File: config.mk
export PLATFORM = sky130hd
export DESIGN_NAME = cipher_job_bridge_flat
export DESIGN_NICKNAME = d
export VERILOG_FILES = /design/src/rtl/cipher_job_bridge_if.sv /design/src/rtl/cipher_job_bridge.sv /design/src/flat_wrapper.sv
export SDC_FILE = /design/constraint.sdc
export NUM_CORES = 2
export LEC_CHECK = 0
export ABC_AREA = 1
export ABC_CLOCK_PERIOD_IN_PS = 31400
export BUFFER_PORTS_ARGS = -buffer_cell sky130_fd_sc_hd__buf_2
export CORE_ASPECT_RATIO = 1.5
export CORE_MARGIN = 2
export CORE_UTILIZATION = 60
export DETAILED_ROUTE_END_ITERATION = 8
export GPL_TIMING_DRIVEN = 0
export MAX_ROUTING_LAYER = met4
export PLACE_DENSITY = 0.8
export SLEW_MARGIN = 20
export SYNTH_ARGS = -nofsm -noshare
export SYNTH_HDL_FRONTEND = slang
export SYNTH_SLANG_ARGS = --single-unit
File: constraint.sdc
create_clock -name clk_clk -period 31.4 [get_ports clk_clk]
set_clock_uncertainty 0.1 [all_clocks]
set_input_delay 1.57 -clock clk_clk [delete_from_list [all_inputs] [get_ports clk_clk]]
set_output_delay 1.57 -clock clk_clk [all_outputs]
set_load 0.05 [all_outputs]
File: src/rtl/cipher_job_bridge_if.sv
`default_nettype none
// ============================================================================
// Module      : cipher_job_bridge_if
// Description : Avalon-MM slave bus plus cipher-core handshake bundle.
// Revision    : 1.0 - initial release
// ============================================================================
interface cipher_job_bridge_if #(
    parameter int BLOCK_W = 128,
    parameter int KEY_W   = 256
);
    logic [5:0]         avs_address;
    logic               avs_read;
    logic               avs_write;
    logic [31:0]        avs_writedata;
    logic [31:0]        avs_readdata;
    logic               irq;
    logic [KEY_W-1:0]   core_key;
    logic [BLOCK_W-1:0] core_block;
    logic               core_ende;
    logic               core_start;
    logic               core_reset;
    logic               core_busy;
    logic [BLOCK_W-1:0] core_out;

    modport slave (
        input  avs_address, avs_read, avs_write, avs_writedata,
        output avs_readdata, irq,
        output core_key, core_block, core_ende, core_start, core_reset,
        input  core_busy, core_out
    );

    modport master (
        output avs_address, avs_read, avs_write, avs_writedata,
        input  avs_readdata, irq,
        input  core_key, core_block, core_ende, core_start, core_reset,
        output core_busy, core_out
    );
endinterface
`default_nettype wire

File: src/rtl/cipher_job_bridge.sv
`default_nettype none
// ============================================================================
// Module      : cipher_job_bridge
// Description : Avalon-MM job queue that feeds a block-cipher core and
//               buffers its results behind a level interrupt.
// Revision    : 1.0 - initial release
// ============================================================================
module cipher_job_bridge #(
    parameter int BLOCK_W  = 128,
    parameter int KEY_W    = 256,
    parameter int DEPTH    = 4,
    parameter int START_TO = 15
) (
    input  wire                clk_clk,
    input  wire                reset_reset,
    cipher_job_bridge_if.slave bus
);
    localparam int c_KEY_WORDS = KEY_W / 32;
    localparam int c_BLK_WORDS = BLOCK_W / 32;
    localparam int c_PTR_W     = $clog2(DEPTH);
    localparam int c_CNT_W     = c_PTR_W + 1;
    localparam int c_TO_W      = $clog2(START_TO + 1);
    localparam logic [c_CNT_W-1:0] c_DEPTH_CNT = c_CNT_W'(DEPTH);
    localparam logic [c_TO_W-1:0]  c_TO_LAST   = c_TO_W'(START_TO - 1);
    localparam logic [c_PTR_W-1:0] c_PTR_ONE   = c_PTR_W'(1);

    localparam logic [1:0] c_IDLE  = 2'd0;
    localparam logic [1:0] c_ISSUE = 2'd1;
    localparam logic [1:0] c_WAITB = 2'd2;
    localparam logic [1:0] c_RUN   = 2'd3;

    logic [1:0]          r_state;
    logic [1:0]          w_state_nxt;
    logic [KEY_W-1:0]    r_key;
    logic [BLOCK_W-1:0]  r_blk;
    logic [BLOCK_W:0]    r_job_mem [DEPTH];
    logic [c_PTR_W-1:0]  r_job_wp, r_job_rp;
    logic [c_CNT_W-1:0]  r_job_cnt;
    logic [BLOCK_W-1:0]  r_res_mem [DEPTH];
    logic [c_PTR_W-1:0]  r_res_wp, r_res_rp;
    logic [c_CNT_W-1:0]  r_res_cnt;
    logic [BLOCK_W-1:0]  r_core_block;
    logic                r_core_ende;
    logic [c_TO_W-1:0]   r_to_cnt;
    logic                r_discard;
    logic                r_ovf, r_unf, r_keyerr, r_timeout;
    logic                r_irq_en, r_irq;
    logic [31:0]         r_readdata;
    logic                r_core_rst;

    logic [1:0]          w_page;
    logic [3:0]          w_idx;
    logic                w_key_wr, w_blk_wr, w_ctrl_wr, w_stat_wr, w_irqen_wr;
    logic                w_push, w_pop, w_flush;
    logic                w_push_ok, w_pop_ok, w_ovf_evt, w_unf_evt, w_keyerr_evt;
    logic                w_deq, w_res_enq, w_to_hit;
    logic [BLOCK_W:0]    w_job_head;
    logic [BLOCK_W-1:0]  w_res_head;
    logic [31:0]         w_status;
    logic [31:0]         w_rdata;

    assign w_page     = bus.avs_address[5:4];
    assign w_idx      = bus.avs_address[3:0];
    assign w_key_wr   = bus.avs_write && (w_page == 2'd0);
    assign w_blk_wr   = bus.avs_write && (w_page == 2'd1);
    assign w_ctrl_wr  = bus.avs_write && (bus.avs_address == 6'h30);
    assign w_stat_wr  = bus.avs_write && (bus.avs_address == 6'h31);
    assign w_irqen_wr = bus.avs_write && (bus.avs_address == 6'h32);

    assign w_push  = w_ctrl_wr && bus.avs_writedata[0];
    assign w_pop   = w_ctrl_wr && bus.avs_writedata[2];
    assign w_flush = w_ctrl_wr && bus.avs_writedata[3];

    // A full FIFO still accepts a push when the dispatcher frees a slot in the same cycle.
    assign w_push_ok    = w_push && !w_flush && ((r_job_cnt != c_DEPTH_CNT) || w_deq);
    assign w_ovf_evt    = w_push && !w_flush && !w_push_ok;
    assign w_pop_ok     = w_pop && !w_flush && (r_res_cnt != '0);
    assign w_unf_evt    = w_pop && !w_flush && (r_res_cnt == '0);
    assign w_keyerr_evt = w_key_wr && (r_state != c_IDLE);

    assign w_job_head = r_job_mem[r_job_rp];
    assign w_res_head = r_res_mem[r_res_rp];

    assign w_status = {11'd0, r_timeout, r_keyerr, r_unf, r_ovf, (r_state != c_IDLE),
                       8'(r_res_cnt), 8'(r_job_cnt)};

    assign bus.avs_readdata = r_readdata;
    assign bus.irq          = r_irq;
    assign bus.core_key     = r_key;
    assign bus.core_block   = r_core_block;
    assign bus.core_ende    = r_core_ende;
    assign bus.core_start   = (r_state == c_ISSUE);
    assign bus.core_reset   = reset_reset || r_core_rst;

    always_ff @(posedge clk_clk) begin
        if (reset_reset) r_state <= c_IDLE;
        else             r_state <= w_state_nxt;
    end

    // The head is latched and dequeued on entry to ISSUE so block/ende are valid with core_start.
    always_comb begin
        w_state_nxt = r_state;
        w_deq       = 1'b0;
        w_res_enq   = 1'b0;
        w_to_hit    = 1'b0;
        case (r_state)
            c_IDLE: begin
                if ((r_job_cnt != '0) && (r_res_cnt < c_DEPTH_CNT) && !bus.core_busy && !w_flush) begin
                    w_state_nxt = c_ISSUE;
                    w_deq       = 1'b1;
                end
            end
            c_ISSUE: w_state_nxt = c_WAITB;
            c_WAITB: begin
                if (bus.core_busy) begin
                    w_state_nxt = c_RUN;
                end else if (r_to_cnt == c_TO_LAST) begin
                    w_to_hit    = 1'b1;
                    w_state_nxt = c_IDLE;
                end
            end
            c_RUN: begin
                if (!bus.core_busy) begin
                    w_res_enq   = !r_discard && !w_flush;
                    w_state_nxt = c_IDLE;
                end
            end
            default: w_state_nxt = c_IDLE;
        endcase
    end

    always_comb begin
        w_rdata = '0;
        case (w_page)
            2'd0: begin
                for (int i = 0; i < c_KEY_WORDS; i++)
                    if (w_idx == 4'(i)) w_rdata = r_key[i*32 +: 32];
            end
            2'd1: begin
                for (int i = 0; i < c_BLK_WORDS; i++)
                    if (w_idx == 4'(i)) w_rdata = r_blk[i*32 +: 32];
            end
            2'd2: begin
                if (r_res_cnt != '0)
                    for (int i = 0; i < c_BLK_WORDS; i++)
                        if (w_idx == 4'(i)) w_rdata = w_res_head[i*32 +: 32];
            end
            default: begin
                if (w_idx == 4'd1)      w_rdata = w_status;
                else if (w_idx == 4'd2) w_rdata = {31'd0, r_irq_en};
            end
        endcase
    end

    always_ff @(posedge clk_clk) begin
        if (reset_reset) begin
            r_key        <= '0;
            r_blk        <= '0;
            r_job_wp     <= '0;
            r_job_rp     <= '0;
            r_job_cnt    <= '0;
            r_res_wp     <= '0;
            r_res_rp     <= '0;
            r_res_cnt    <= '0;
            r_core_block <= '0;
            r_core_ende  <= 1'b0;
            r_to_cnt     <= '0;
            r_discard    <= 1'b0;
            r_ovf        <= 1'b0;
            r_unf        <= 1'b0;
            r_keyerr     <= 1'b0;
            r_timeout    <= 1'b0;
            r_irq_en     <= 1'b0;
            r_irq        <= 1'b0;
            r_readdata   <= '0;
            r_core_rst   <= 1'b0;
            for (int i = 0; i < DEPTH; i++) begin
                r_job_mem[i] <= '0;
                r_res_mem[i] <= '0;
            end
        end else begin
            for (int i = 0; i < c_KEY_WORDS; i++)
                if (w_key_wr && (r_state == c_IDLE) && (w_idx == 4'(i)))
                    r_key[i*32 +: 32] <= bus.avs_writedata;
            for (int i = 0; i < c_BLK_WORDS; i++)
                if (w_blk_wr && (w_idx == 4'(i)))
                    r_blk[i*32 +: 32] <= bus.avs_writedata;

            if (w_flush) begin
                r_job_wp  <= '0;
                r_job_rp  <= '0;
                r_job_cnt <= '0;
            end else begin
                if (w_push_ok) begin
                    r_job_mem[r_job_wp] <= {bus.avs_writedata[1], r_blk};
                    r_job_wp            <= r_job_wp + c_PTR_ONE;
                end
                if (w_deq) r_job_rp <= r_job_rp + c_PTR_ONE;
                r_job_cnt <= r_job_cnt + c_CNT_W'(w_push_ok) - c_CNT_W'(w_deq);
            end

            if (w_flush) begin
                r_res_wp  <= '0;
                r_res_rp  <= '0;
                r_res_cnt <= '0;
            end else begin
                if (w_res_enq) begin
                    r_res_mem[r_res_wp] <= bus.core_out;
                    r_res_wp            <= r_res_wp + c_PTR_ONE;
                end
                if (w_pop_ok) r_res_rp <= r_res_rp + c_PTR_ONE;
                r_res_cnt <= r_res_cnt + c_CNT_W'(w_res_enq) - c_CNT_W'(w_pop_ok);
            end

            if (w_deq) begin
                r_core_block <= w_job_head[BLOCK_W-1:0];
                r_core_ende  <= w_job_head[BLOCK_W];
            end

            if (r_state == c_WAITB) r_to_cnt <= r_to_cnt + c_TO_W'(1);
            else                    r_to_cnt <= '0;

            // A flushed in-flight job must not land in the freshly emptied result FIFO.
            if (r_state == c_IDLE) r_discard <= 1'b0;
            else if (w_flush)      r_discard <= 1'b1;

            r_ovf     <= (r_ovf     && !w_stat_wr) || w_ovf_evt;
            r_unf     <= (r_unf     && !w_stat_wr) || w_unf_evt;
            r_keyerr  <= (r_keyerr  && !w_stat_wr) || w_keyerr_evt;
            r_timeout <= (r_timeout && !w_stat_wr) || w_to_hit;

            if (w_irqen_wr) r_irq_en <= bus.avs_writedata[0];
            r_irq      <= r_irq_en && (r_res_cnt != '0);
            r_core_rst <= w_ctrl_wr && bus.avs_writedata[4];

            if (bus.avs_read) r_readdata <= w_rdata;
        end
    end
endmodule
`default_nettype wire

File: src/flat_wrapper.sv
// flat-port wrapper written by rule: the top's interface ports become plain ports
module cipher_job_bridge_flat 
#(
    parameter int BLOCK_W  = 128,
    parameter int KEY_W    = 256,
    parameter int DEPTH    = 4,
    parameter int START_TO = 15
)
  (clk_clk, reset_reset, bus_avs_address, bus_avs_read, bus_avs_write, bus_avs_writedata, bus_avs_readdata, bus_irq, bus_core_key, bus_core_block, bus_core_ende, bus_core_start, bus_core_reset, bus_core_busy, bus_core_out);
  cipher_job_bridge_if #(.BLOCK_W(BLOCK_W), .KEY_W(KEY_W)) bus_i ();
  input  wire clk_clk;
  input  wire reset_reset;
  input wire logic [$bits(bus_i.avs_address)-1:0] bus_avs_address;
  input wire logic [$bits(bus_i.avs_read)-1:0] bus_avs_read;
  input wire logic [$bits(bus_i.avs_write)-1:0] bus_avs_write;
  input wire logic [$bits(bus_i.avs_writedata)-1:0] bus_avs_writedata;
  output wire logic [$bits(bus_i.avs_readdata)-1:0] bus_avs_readdata;
  output wire logic [$bits(bus_i.irq)-1:0] bus_irq;
  output wire logic [$bits(bus_i.core_key)-1:0] bus_core_key;
  output wire logic [$bits(bus_i.core_block)-1:0] bus_core_block;
  output wire logic [$bits(bus_i.core_ende)-1:0] bus_core_ende;
  output wire logic [$bits(bus_i.core_start)-1:0] bus_core_start;
  output wire logic [$bits(bus_i.core_reset)-1:0] bus_core_reset;
  input wire logic [$bits(bus_i.core_busy)-1:0] bus_core_busy;
  input wire logic [$bits(bus_i.core_out)-1:0] bus_core_out;
  assign bus_i.avs_address = bus_avs_address;
  assign bus_i.avs_read = bus_avs_read;
  assign bus_i.avs_write = bus_avs_write;
  assign bus_i.avs_writedata = bus_avs_writedata;
  assign bus_avs_readdata = bus_i.avs_readdata;
  assign bus_irq = bus_i.irq;
  assign bus_core_key = bus_i.core_key;
  assign bus_core_block = bus_i.core_block;
  assign bus_core_ende = bus_i.core_ende;
  assign bus_core_start = bus_i.core_start;
  assign bus_core_reset = bus_i.core_reset;
  assign bus_i.core_busy = bus_core_busy;
  assign bus_i.core_out = bus_core_out;
  cipher_job_bridge #(.BLOCK_W(BLOCK_W), .KEY_W(KEY_W), .DEPTH(DEPTH), .START_TO(START_TO)) u_core (.clk_clk(clk_clk), .reset_reset(reset_reset), .bus(bus_i));
endmodule
==> metrics.txt <==
final WL 285000 um; Place WS about 26 ns; FF/Latch Area 42400 um2; Setup Buffers After CTS 0; Startpoint Class input pin; first-pass GRT wire length 400000 um; crit path cell chain clkbuf_2 > clkbuf_1 > or2_2 > buf_2; final instance area 80400 um2; total global routing overflow 0; TNS Setup 0 ns; all-layer global routing usage 0.496; Post-synth top flop edfxtp_1; clock latency on the worst-skew pair 0.82 ns; leakage 34.8 nW; width of the die around 280 um; Final Cycle Share 0.157; sequential-to-total area share from yosys stat 0.615; Die Y-Extent 419 um; Synth top area share 0.448; final hold viol count 0; worst endpoint required time 29.73 ns; CTS tree done; area leader, netlist edfxtp_1; Synth area leaders edfxtp_1 45%, dfxtp_1 17%, nor2_1 9.9%; die area 118000 um2; Final Setup Violations 0; port buffer count roughly 600; Area growth, synth to finish 16.6%; CORE AREA 114000 um2; data arrival time of the worst path between 3 and 4 ns; fmax 203 MHz; Post-synth EDFFs 1028; Via density around 6.2; slew at the pin with the worst max-slew slack 1.34 ns; Net count, final 8820; footprint of the multi-input gates 22200 um2; path depth of the worst reg2reg path 11; VDD IR max 53.8 uV; Final HPWL DP 212000 um; antenna violations before repair 39; min Tclk post-route 4.92 ns; failing checks DRC; DRT iter0 DRCs 9735; DRC errors left 5; wire length per cell 27.7 um; largest net degree at the start of global routing 23; most frequent cell after synthesis nor2_1; CTS Root Cell clkbuf_16; I/O pin total 591; H-Tree Depth 4; drt first pass iters 9; worst hold path type register to register; outcome finished, violations left; slowest cell delay on critical path 0.53 ns; fraction of registers with async set/reset 0; critical-path maximum fanout 10; std cell rows about 150; Worst Hold End u_core.bus.core_block[58]$_SDFFE_PP0P_; CTS buffer count 149; PD cells 63.2 nW/um2; final worst-path setup slack 26.48 ns; Max Cap Viol 0; Worst Hold Depth 2; Post-CTS Hold Fix Bufs 0; Final Wtd Congestion 1.12; WS Path Type input pin to output pin; Max Slew Vio Count 0; CP max-delay cell clkbuf_1; Post-Syn Nets between 8000 and 9000; Final Instance Count excl. Fillers 10300; CP Capture Type output pin; critical register-to-register path startpoint u_core.r_res_cnt[2]$_SDFF_PP0_; total power 5.08 mW; initial core utilization 0.604; fill count slightly below 9000; Gate Count Post-Synth 7837; CTS Sinks roughly 1600; synth unique cells 40; RSZ-0062 raised after global routing false; cell total after placement approximately 10000; min-delay src u_core.bus.core_block[58]$_SDFFE_PP0P_; Post-Syn Area per Cell 8.79 um2; flops & latches, synth 1603; Placed Area 75300 um2; share of cells above drive strength 1 0.120; Syn Std Cell Area around 70000 um2; Final ANT Viol Nets 0; PostCTS Resize Cnt 0; via count around 63000; Worst R2R Setup Slack between 20 and 30 ns; vias in the first global route 58900; Ys Warns 0; Worst R2R End u_core.r_job_mem[3][109]$_DFFE_PP_; Max-Slew Margin vs Limit 0.104; list of most frequent post-synthesis cells 1812 x nor2_1, 1372 x nand2_1, 1028 x edfxtp_1; clock-pin slew on the worst setup and hold paths 0.06 ns; CTS max path bufs 3
-- worst max path at each step --
stage	startpoint	to	slack [ns]	depth (start not counted)
3_5_place_dp	bus_avs_address[3]	u_core.r_job_cnt[2]$_SDFF_PP0_	26.17	15
4_1_cts	reset_reset	bus_core_reset	26.58	4
3_3_place_gp	bus_avs_address[1]	u_core.r_job_mem[3][111]$_DFFE_PP_	10.53	9
5_1_grt	reset_reset	bus_core_reset	26.48	4
6_report	reset_reset	bus_core_reset	26.48	4
2_1_floorplan	bus_avs_address[1]	u_core.r_job_mem[3][0]$_DFFE_PP_	18.71	8
-- per-stage QoR --
step           hold slack, ns  utilization
3_3_place_gp            0.344        0.646
2_1_floorplan           0.330            -
5_1_grt                 0.370        0.704
3_5_place_dp            0.349        0.660
6_report                0.359        0.704
4_1_cts                 0.358        0.703
-- logic make-up (layout without fill, tap and decap cells) --
kind of cell    count (synthesis)  count (layout)  synth area share
compound gates               1304            1304            0.0991
xor+xnor                        5               5          0.000636
fa+ha+maj                       8               8           0.00167
buf+inv                      1150            2080            0.0648
flops                        1603            1603             0.615
other cells                     0              45                 0
simple gates                 3767            3767             0.219
-- layout by cell type (no fill, tap or decap), types with 7 or more instances in the layout --
master	netlist	final
clkbuf_16	0	155
dfxtp_1	575	575
o22ai_1	131	131
inv_2	35	35
or2_2	9	9
buf_6	5	13
nor2_1	1812	1812
a21oi_1	348	348
nand4_1	32	32
clkbuf_8	0	15
buf_2	70	659
nor2_2	7	7
nor3_1	26	26
nand3_1	471	471
diode_2	0	45
edfxtp_1	1028	1028
clkinv_2	0	27
o21ai_0	766	759
o211ai_1	40	40
nor2_4	7	7
bufinv_16	0	11
buf_8	0	9
clkbuf_1	457	463
buf_16	0	47
buf_1	34	32
nand2_1	1372	1372
inv_1	538	538
or2_0	20	20
o21ai_1	8	8
clkinv_1	5	31
clkbuf_2	0	23
o21ai_4	0	7
-- critical path: cells and delay by family --
kind	cells	cell delay, ns
AND/OR/NAND/NOR	1	0.32
buffers and inverters	3	1.32
-- layer usage --
layer,vias up,share of wire,track usage,wire length (um)
li1,27500,-,-,-
met3,1341,0.13,0.153,36800
met2,4794,0.45,0.745,128000
met1,29700,0.31,0.526,87200
met4,0,0.11,0.440,32500
met5,-,0,-,0
-- power by group --
group          internal (mW)  leakage [nW]  total [mW]  switching (mW)
logic                  0.201          17.2       0.842           0.642
registers               2.33          15.3        2.38          0.0445
clock network           1.03          2.41        1.86           0.829
-- cell type report --
cell class / count / area share
Clock buffer: 198 / 0.0521
Tap cell: 1463 / 0.0228
Buffer: 572 / 0.0289
Multi-Input combinational cell: 5084 / 0.276
Timing Repair Buffer: 653 / 0.0558
Inverter: 578 / 0.0270
Antenna cell: 45 / 0.00140
Sequential cell: 1603 / 0.527
Clock inverter: 79 / 0.00911
-- state kept, by name, indices dropped and copies added (netlist names), 4 cells and up, named ones only --
name                     cells
u_core.bus.core_key        256
u_core.bus.avs_readdata     32
u_core.bus.core_block      128
u_core.r_res_mem           512
u_core.r_job_mem           516
u_core.r_to_cnt              4
u_core.r_blk               128
(Power assumes the default switching activity.)
